--- src/rtl/keypad_debouncer_if.sv ---
// Front-panel signal bundle between the raw contacts and the debouncer.
// master: the panel side (drives raw contacts, observes clean levels).
// slave:  the debouncer (reads raw contacts, drives clean levels).
interface keypad_debouncer_if;
    logic [9:0] raw_keys;
    logic       raw_startn;
    logic       raw_stopn;
    logic       raw_clearn;
    logic       raw_door_closed;

    logic [9:0] keys;
    logic       key_strobe;
    logic       key_err;
    logic       startn;
    logic       stopn;
    logic       clearn;
    logic       door_closed;

    modport master (
        output raw_keys, raw_startn, raw_stopn, raw_clearn, raw_door_closed,
        input  keys, key_strobe, key_err, startn, stopn, clearn, door_closed
    );

    modport slave (
        input  raw_keys, raw_startn, raw_stopn, raw_clearn, raw_door_closed,
        output keys, key_strobe, key_err, startn, stopn, clearn, door_closed
    );
endinterface

--- src/rtl/keypad_debouncer.sv ---
// Front-panel input conditioner: synchronises and debounces 14 raw contacts
// (10 digits, start/stop/clear, door) and applies multi-digit lockout so the
// downstream encoder sees at most one digit at a time.
// Channel packing: [9:0] digits, [10] startn, [11] stopn, [12] clearn, [13] door_closed.
module keypad_debouncer #(
    parameter int DEBOUNCE_CYCLES = 16,
    parameter int CNT_W           = 5
) (
    input  logic              clock,
    input  logic              resetn,
    keypad_debouncer_if.slave pad
);
    localparam int N_CH = 14;
    // Idle levels: digits released, active-low buttons released, door open.
    localparam logic [N_CH-1:0]  IDLE = {1'b0, 3'b111, 10'b0};
    localparam logic [CNT_W-1:0] TERM = CNT_W'(DEBOUNCE_CYCLES - 1);
    localparam logic [CNT_W-1:0] ONE  = CNT_W'(1);

    logic [N_CH-1:0]  raw;
    logic [N_CH-1:0]  s1;
    logic [N_CH-1:0]  s2;
    logic [N_CH-1:0]  stable;
    logic [CNT_W-1:0] cnt [N_CH];

    logic [9:0] stable_keys;
    logic [9:0] keys_int;
    logic [9:0] key_prev;
    logic       key_multi;
    logic       key_strobe_q;

    assign raw = {pad.raw_door_closed, pad.raw_clearn, pad.raw_stopn,
                  pad.raw_startn, pad.raw_keys};

    // Two-flop synchroniser for every asynchronous contact.
    always_ff @(posedge clock or negedge resetn) begin
        if (!resetn) begin
            s1 <= IDLE;
            s2 <= IDLE;
        end else begin
            s1 <= raw;
            s2 <= s1;
        end
    end

    // Per-channel debounce: any disagreement run must last DEBOUNCE_CYCLES
    // uninterrupted cycles before stable follows; a bounce back restarts it.
    always_ff @(posedge clock or negedge resetn) begin
        if (!resetn) begin
            stable <= IDLE;
            for (int ch = 0; ch < N_CH; ch++) begin
                cnt[ch] <= '0;
            end
        end else begin
            for (int ch = 0; ch < N_CH; ch++) begin
                if (s2[ch] == stable[ch]) begin
                    cnt[ch] <= '0;
                end else if (cnt[ch] == TERM) begin
                    stable[ch] <= s2[ch];
                    cnt[ch]    <= '0;
                end else begin
                    cnt[ch] <= cnt[ch] + ONE;
                end
            end
        end
    end

    // Digit lockout: x & (x-1) is non-zero exactly when two or more bits are set.
    always_comb begin
        stable_keys = stable[9:0];
        key_multi   = |(stable_keys & (stable_keys - 10'd1));
        keys_int    = key_multi ? 10'd0 : stable_keys;
    end

    // Strobe whenever the presented digit changes to a new non-zero value.
    always_ff @(posedge clock or negedge resetn) begin
        if (!resetn) begin
            key_prev     <= '0;
            key_strobe_q <= 1'b0;
        end else begin
            key_prev     <= keys_int;
            key_strobe_q <= (keys_int != 10'd0) && (keys_int != key_prev);
        end
    end

    assign pad.keys        = keys_int;
    assign pad.key_err     = key_multi;
    assign pad.key_strobe  = key_strobe_q;
    assign pad.startn      = stable[10];
    assign pad.stopn       = stable[11];
    assign pad.clearn      = stable[12];
    assign pad.door_closed = stable[13];
endmodule

--- src/flat_wrapper.sv ---
// flat-port wrapper written by rule: the top's interface ports become plain ports
module keypad_debouncer_flat 
#(
    parameter int DEBOUNCE_CYCLES = 16,
    parameter int CNT_W           = 5
)
  (clock, resetn, pad_raw_keys, pad_raw_startn, pad_raw_stopn, pad_raw_clearn, pad_raw_door_closed, pad_keys, pad_key_strobe, pad_key_err, pad_startn, pad_stopn, pad_clearn, pad_door_closed);
  keypad_debouncer_if pad_i ();
  input  logic clock;
  input  logic resetn;
  input wire logic [$bits(pad_i.raw_keys)-1:0] pad_raw_keys;
  input wire logic [$bits(pad_i.raw_startn)-1:0] pad_raw_startn;
  input wire logic [$bits(pad_i.raw_stopn)-1:0] pad_raw_stopn;
  input wire logic [$bits(pad_i.raw_clearn)-1:0] pad_raw_clearn;
  input wire logic [$bits(pad_i.raw_door_closed)-1:0] pad_raw_door_closed;
  output wire logic [$bits(pad_i.keys)-1:0] pad_keys;
  output wire logic [$bits(pad_i.key_strobe)-1:0] pad_key_strobe;
  output wire logic [$bits(pad_i.key_err)-1:0] pad_key_err;
  output wire logic [$bits(pad_i.startn)-1:0] pad_startn;
  output wire logic [$bits(pad_i.stopn)-1:0] pad_stopn;
  output wire logic [$bits(pad_i.clearn)-1:0] pad_clearn;
  output wire logic [$bits(pad_i.door_closed)-1:0] pad_door_closed;
  assign pad_i.raw_keys = pad_raw_keys;
  assign pad_i.raw_startn = pad_raw_startn;
  assign pad_i.raw_stopn = pad_raw_stopn;
  assign pad_i.raw_clearn = pad_raw_clearn;
  assign pad_i.raw_door_closed = pad_raw_door_closed;
  assign pad_keys = pad_i.keys;
  assign pad_key_strobe = pad_i.key_strobe;
  assign pad_key_err = pad_i.key_err;
  assign pad_startn = pad_i.startn;
  assign pad_stopn = pad_i.stopn;
  assign pad_clearn = pad_i.clearn;
  assign pad_door_closed = pad_i.door_closed;
  keypad_debouncer #(.DEBOUNCE_CYCLES(DEBOUNCE_CYCLES), .CNT_W(CNT_W)) u_core (.clock(clock), .resetn(resetn), .pad(pad_i));
endmodule
--- config.mk ---
export PLATFORM = sky130hd
export DESIGN_NAME = keypad_debouncer_flat
export DESIGN_NICKNAME = d
export VERILOG_FILES = /design/src/rtl/keypad_debouncer_if.sv /design/src/rtl/keypad_debouncer.sv /design/src/flat_wrapper.sv
export SDC_FILE = /design/constraint.sdc
export NUM_CORES = 1
export LEC_CHECK = 0
export ABC_AREA = 1
export CAP_MARGIN = 30
export CORE_UTILIZATION = 56
export CTS_CLUSTER_DIAMETER = 60
export CTS_CLUSTER_SIZE = 20
export DETAILED_ROUTE_END_ITERATION = 6
export DONT_BUFFER_PORTS = 1
export PLACE_DENSITY = 0.76
export SYNTH_ARGS = -nofsm -noshare
export SYNTH_HDL_FRONTEND = slang
export SYNTH_SLANG_ARGS = --single-unit
--- constraint.sdc ---
create_clock -name clock -period 1.6 [get_ports clock]
set_input_delay 0.48 -clock clock [delete_from_list [all_inputs] [get_ports clock]]
set_output_delay 0.48 -clock clock [all_outputs]
set_load 0.005 [all_outputs]
======== After elaboration in Yosys (flattened, before gate mapping) ========
Index checks and enable logic that the tools add are counted.
storage, ports and cells
  word-level logic and storage cells ...... 137
  memories ................................ 0
  register bits after elaboration ......... 123
  latch bits .............................. 0
  RAM bits ................................ 0
  input port bits ......................... 16
  output and inout bits ................... 16
  memory bits (read-only) ................. 0
cells by class
  add/subtract/negate cells ............... 15
  multiplexer cells ....................... 29
  reductions and logical operators ........ 17
  multipliers ............................. 0
  divide/modulo/power cells ............... 0
  order comparisons ....................... 0
  shift-type cells ........................ 0
  bitwise logic cells ..................... 15
  equality and inequality tests ........... 29
operator list
  operator                 number
  $mux W5                  28
  $add A5 B1 Y5 const B    14
  $eq A5 B4 Y1 const B     14
  $reduce_and A2 Y1        14
  $eq A1 B1 Y1             14
  $not A1 Y1               14
  $and A10 B10 Y10         1
  $mux W10                 1
  $ne A10 B10 Y1           1
  $reduce_bool A10 Y1      1
  $reduce_or A10 Y1        1
  $sub A10 B1 Y10 const B  1
  $logic_and A1 B1 Y1      1

======== Logic depth before layout (Yosys ltp) ========
  word-level depth ........................ 6
  gate-level depth with buffers ........... 14
  depth with buffers taken out ............ 13

======== Worst setup path before layout ========
Ideal clock, no wire load.
  path kind ............................... reg2out
  start ................................... register u_core.stable[0]
  end ..................................... output pad_keys[2]
  slack ................................... -0.155 ns
  stages on the path, launching flop included .. 9
  data required time ...................... 1.120 ns
  data arrival time ....................... 1.275 ns
  buffers on the path ..................... 1
  cell sequence ........................... dfrtp_1 -> nor2_4 -> nand2_2 -> o21ai_1 -> nand2_2 -> nor2_8 -> buf_12 -> nand3_2 -> inv_1
between the ends
  cells in the longest elaborated chain, start to end .. 4
RTL lines
  what                             RTL line                source
  start, declared                  keypad_debouncer.sv:22  logic [N_CH-1:0] stable;
  start signal, assigned by index  keypad_debouncer.sv:58  stable[ch] <= s2[ch];
  $sub A10 B1 Y10                  keypad_debouncer.sv:70  key_multi = |(stable_keys & (stable_keys - 10'd1));
  $and A10 B10 Y10 (*)             keypad_debouncer.sv:70
  $reduce_or A10 Y1 (*)            keypad_debouncer.sv:70
  $mux W10 (*)                     keypad_debouncer.sv:71  keys_int = key_multi ? 10'd0 : stable_keys;
  end, declared                    flat_wrapper.sv:16      output wire logic [$bits(pad_i.keys)-1:0] pad_keys;
Mark *: on every way between the ends. The rest lies on a longest branch, timed or not.

======== Worst setup path in the final report ========
  start ................................... register u_core.stable[1]
  end ..................................... output pad_keys[9]
Same word-level chain as after synthesis.

==> flow_summary.json <==
{
  "slew_headroom": 0.783,
  "pin_count": 32,
  "rr_endpoint": "u_core.pad.key_strobe$_DFF_PN0_",
  "path_depth": 7,
  "final_nets": 567,
  "cap_violations": 0,
  "finalSetupViolCount": 13,
  "crit_path_start": "u_core.stable[1]$_DFFE_PN0P_",
  "dp_hpwl_um": 5670,
  "place_area_mm2": 0.00530,
  "num_vias": 3429,
  "worstPathArrival_ns": 1.98,
  "p_leak_nw": 3.12,
  "fmax_mhz": 407,
  "drtPass1Iterations": 4,
  "rsz0062_at_grt": "true",
  "grt_pass1_wl_um": 15500,
  "status": "finished, violations left",
  "drtIter0Drc": 133,
  "cts_tree": "done",
  "drive_above_1_share": 0.224,
  "fillers": 593,
  "critPathKind": "flop to output port",
  "power_w": 0.00765,
  "antennaDiodeCount": 0,
  "crit_buf_inv": 0,
  "drtAntennaViolNets": 0,
  "vias_per_cell": 5.21,
  "holdWs_ns": -0.343,
  "final_core_util": 0.722,
  "syn_to_final_growth_pct": 25.1,
  "violations": "hold timing, setup timing",
  "synthesis.nets": 502,
  "dieWidth_um": 96.6,
  "initial_core_util": 0.577,
  "powerDensity_mw_per_mm2": 1220,
  "cp_common_cell": "nor2_4",
  "cts_buffers": 17,
  "hold_class": "input port to async pin",
  "final_cell_area_mm2": 0.00627,
  "root_buffer": "clkbuf_8",
  "r2r_slack_ns": -0.76,
  "irDropWorstVdd_mv": 0.875,
  "fin_crit_sh": 1.53,
  "postSynthAreaPerCell_um2": 10.6,
  "worst-path-max-fanout": 8,
  "grt_max_degree": 124,
  "reg2reg_depth": 15,
  "htree_levels": 4,
  "fin_ws_ns": -0.855,
  "layout_min_cycle_time_ns": 2.46,
  "synth_seq_area_share": 0.617,
  "die_area_mm2": 0.00933,
  "ys_ff_latch": 123,
  "final.setup_skew_ns": 0.00573,
  "yosysUniqueCellTypes": 26,
  "fp.dieH_um": 96.6,
  "critPathLaunchType": "flop",
  "grt_remaining_overflow": 0,
  "antenna_found_initial": 0,
  "wl_per_cell_um": 14.7,
  "end_kind": "output port",
  "worstMarginPinSlew_ns": 0.323,
  "slowest_delay_ns": 0.42,
  "crit_required_ns": 1.12,
  "worstSkewPairLatency_ns": 0.52,
  "yosys_warnings": 0,
  "syn_area_mm2": 0.00501,
  "critical-path-top-delay-family": "simple AND/OR/NAND/NOR gates",
  "place.gp.congestion": 0.812,
  "fp-row-count": 34,
  "track_usage": 0.226,
  "routed_wl_um": 9660,
  "cp_cell_sequence": "nor2_4 > nand3_2 > o21ai_1 > nand2_2 > nor2_8 > nand2_4 > nor2_4",
  "hold_buffers": 14,
  "cts_buffer_depth": 2,
  "place_ws_ns": -0.275,
  "synthCells": 472,
  "path_clk_slew_ns": 0.06,
  "io_buffers": 0,
  "post-route-drc-count": 0,
  "hold_viol_final": 123,
  "core_mm2": 0.00868,
  "slew_viol_final": 0,
  "cts_sinks": 123,
  "grt_pass1_vias": 3547,
  "critPathSlowestCell": "dfrtp_1",
  "reg2reg_from": "u_core.stable[1]$_DFFE_PN0P_"
}
-- cell type report --
cell class / instances / area, µm² / share of cell area
multi-input cells: 289 / 1750 / 0.278
clock inverters: 14 / 210 / 0.0335
flip-flops and latches: 123 / 3090 / 0.494
well taps: 108 / 135 / 0.0216
repair buffers: 50 / 438 / 0.0699
inverters: 56 / 218 / 0.0347
clock buffers: 18 / 428 / 0.0683
-- flip-flops by register name, indices dropped and copies added, names as in the netlist --
signal / cells
u_core.cnt: 70
u_core.key_prev: 10
u_core.pad.key_strobe: 1
u_core.s1: 14
u_core.s2: 14
u_core.stable: 14
-- timing repair --
action | CTS | global route
hold endpoints to repair | 137 | 123
endpoints found under the setup margin | 12 | 15
cloned | 0 | 0
resized for setup | 10 | 18
pin swaps | 4 | 8
buffers inserted | 5 | 7
-- layout by cell type (no fill, tap or decap), drive strengths merged --
cell	n
clkinv	3
buf	36
clkbuf	18
mux2	7
nand3	26
o21ai	21
nand2	63
nor3	15
and3	14
xnor2	15
bufinv	4
dfstp	9
ha	14
clkinvlp	2
nand4	5
nor2	72
a21oi	22
xor2	14
nor4	1
inv	61
dfrtp	114
dlygate4sd3	14
-- how the worst max path moves through the flow --
stage	to	slack, ns
after floorplan	pad_keys[2]	-0.14
after global placement	u_core.pad.key_strobe$_DFF_PN0_	-0.24
after detailed placement	u_core.pad.key_strobe$_DFF_PN0_	-0.27
after CTS	pad_keys[9]	-0.78
after global routing	pad_keys[9]	-0.99
final	pad_keys[9]	-0.86
-- layer usage --
metal	routed length [µm]	track usage	vias to the layer above
met5	0	0	-
met4	102	0.0870	0
met3	435	0.0822	11
met2	5060	0.383	70
met1	4060	0.260	1697
li1	-	-	1651
-- worst register-to-register path, delay by kind of cell, from the launching register on --
kind | cells | cell delay [ns]
AND/OR/NAND/NOR | 10 | 1.19
flip-flops | 1 | 0.42
AO/OA/AOI/OAI | 2 | 0.23
buffers and inverters | 3 | 0.41
-- metrics by stage --
step	instances	TNS, ns
after floorplan	472	-1.09
final	658	-9.83
after CTS	651	-8.80
after global placement	600	-2.33
after global routing	658	-11.81
after detailed placement	600	-2.75
-- cells in the mapped netlist --
master,n,share of area
o21ai_0,14,0.014
buf_12,1,0.0040
nor2_1,64,0.048
nor2_8,1,0.0040
dfstp_2,9,0.047
xor2_1,14,0.024
nor4_1,1,0.0012
nand3_2,5,0.010
ha_1,14,0.035
buf_8,1,0.0030
dfrtp_1,114,0.57
nand2_4,1,0.0022
nand4_1,5,0.0062
buf_6,2,0.0045
nand3_1,21,0.021
inv_1,56,0.042
and3_1,14,0.017
nand2_1,60,0.045
mux2_2,7,0.016
nor3_1,15,0.015
nand2_2,2,0.0025
a21oi_1,22,0.022
o21ai_1,7,0.0070
xnor2_1,15,0.026
nor2_4,4,0.0090
nor2_2,3,0.0037
-- power by group --
group / switching [W] / internal (W) / total, W / leakage, nW
Combinational: 0.000120 / 0.000110 / 0.000229 / 1.22
Clock: 0.00148 / 0.00261 / 0.00410 / 0.306
Sequential: 0.0000819 / 0.00324 / 0.00332 / 1.59
-- logic make-up (layout without fill, tap and decap cells) --
kind of cell,after synthesis,after routing,synth area share
flip-flops,123,123,0.617
multiplexers,7,7,0.0157
buffers and inverters,60,138,0.0535
AND/OR/NAND/NOR,196,196,0.185
adder cells (fa/ha/maj),14,14,0.0350
AO/OA/AOI/OAI,43,43,0.0430
XOR/XNOR,29,29,0.0507
Power figures use the tool's default switching activity.
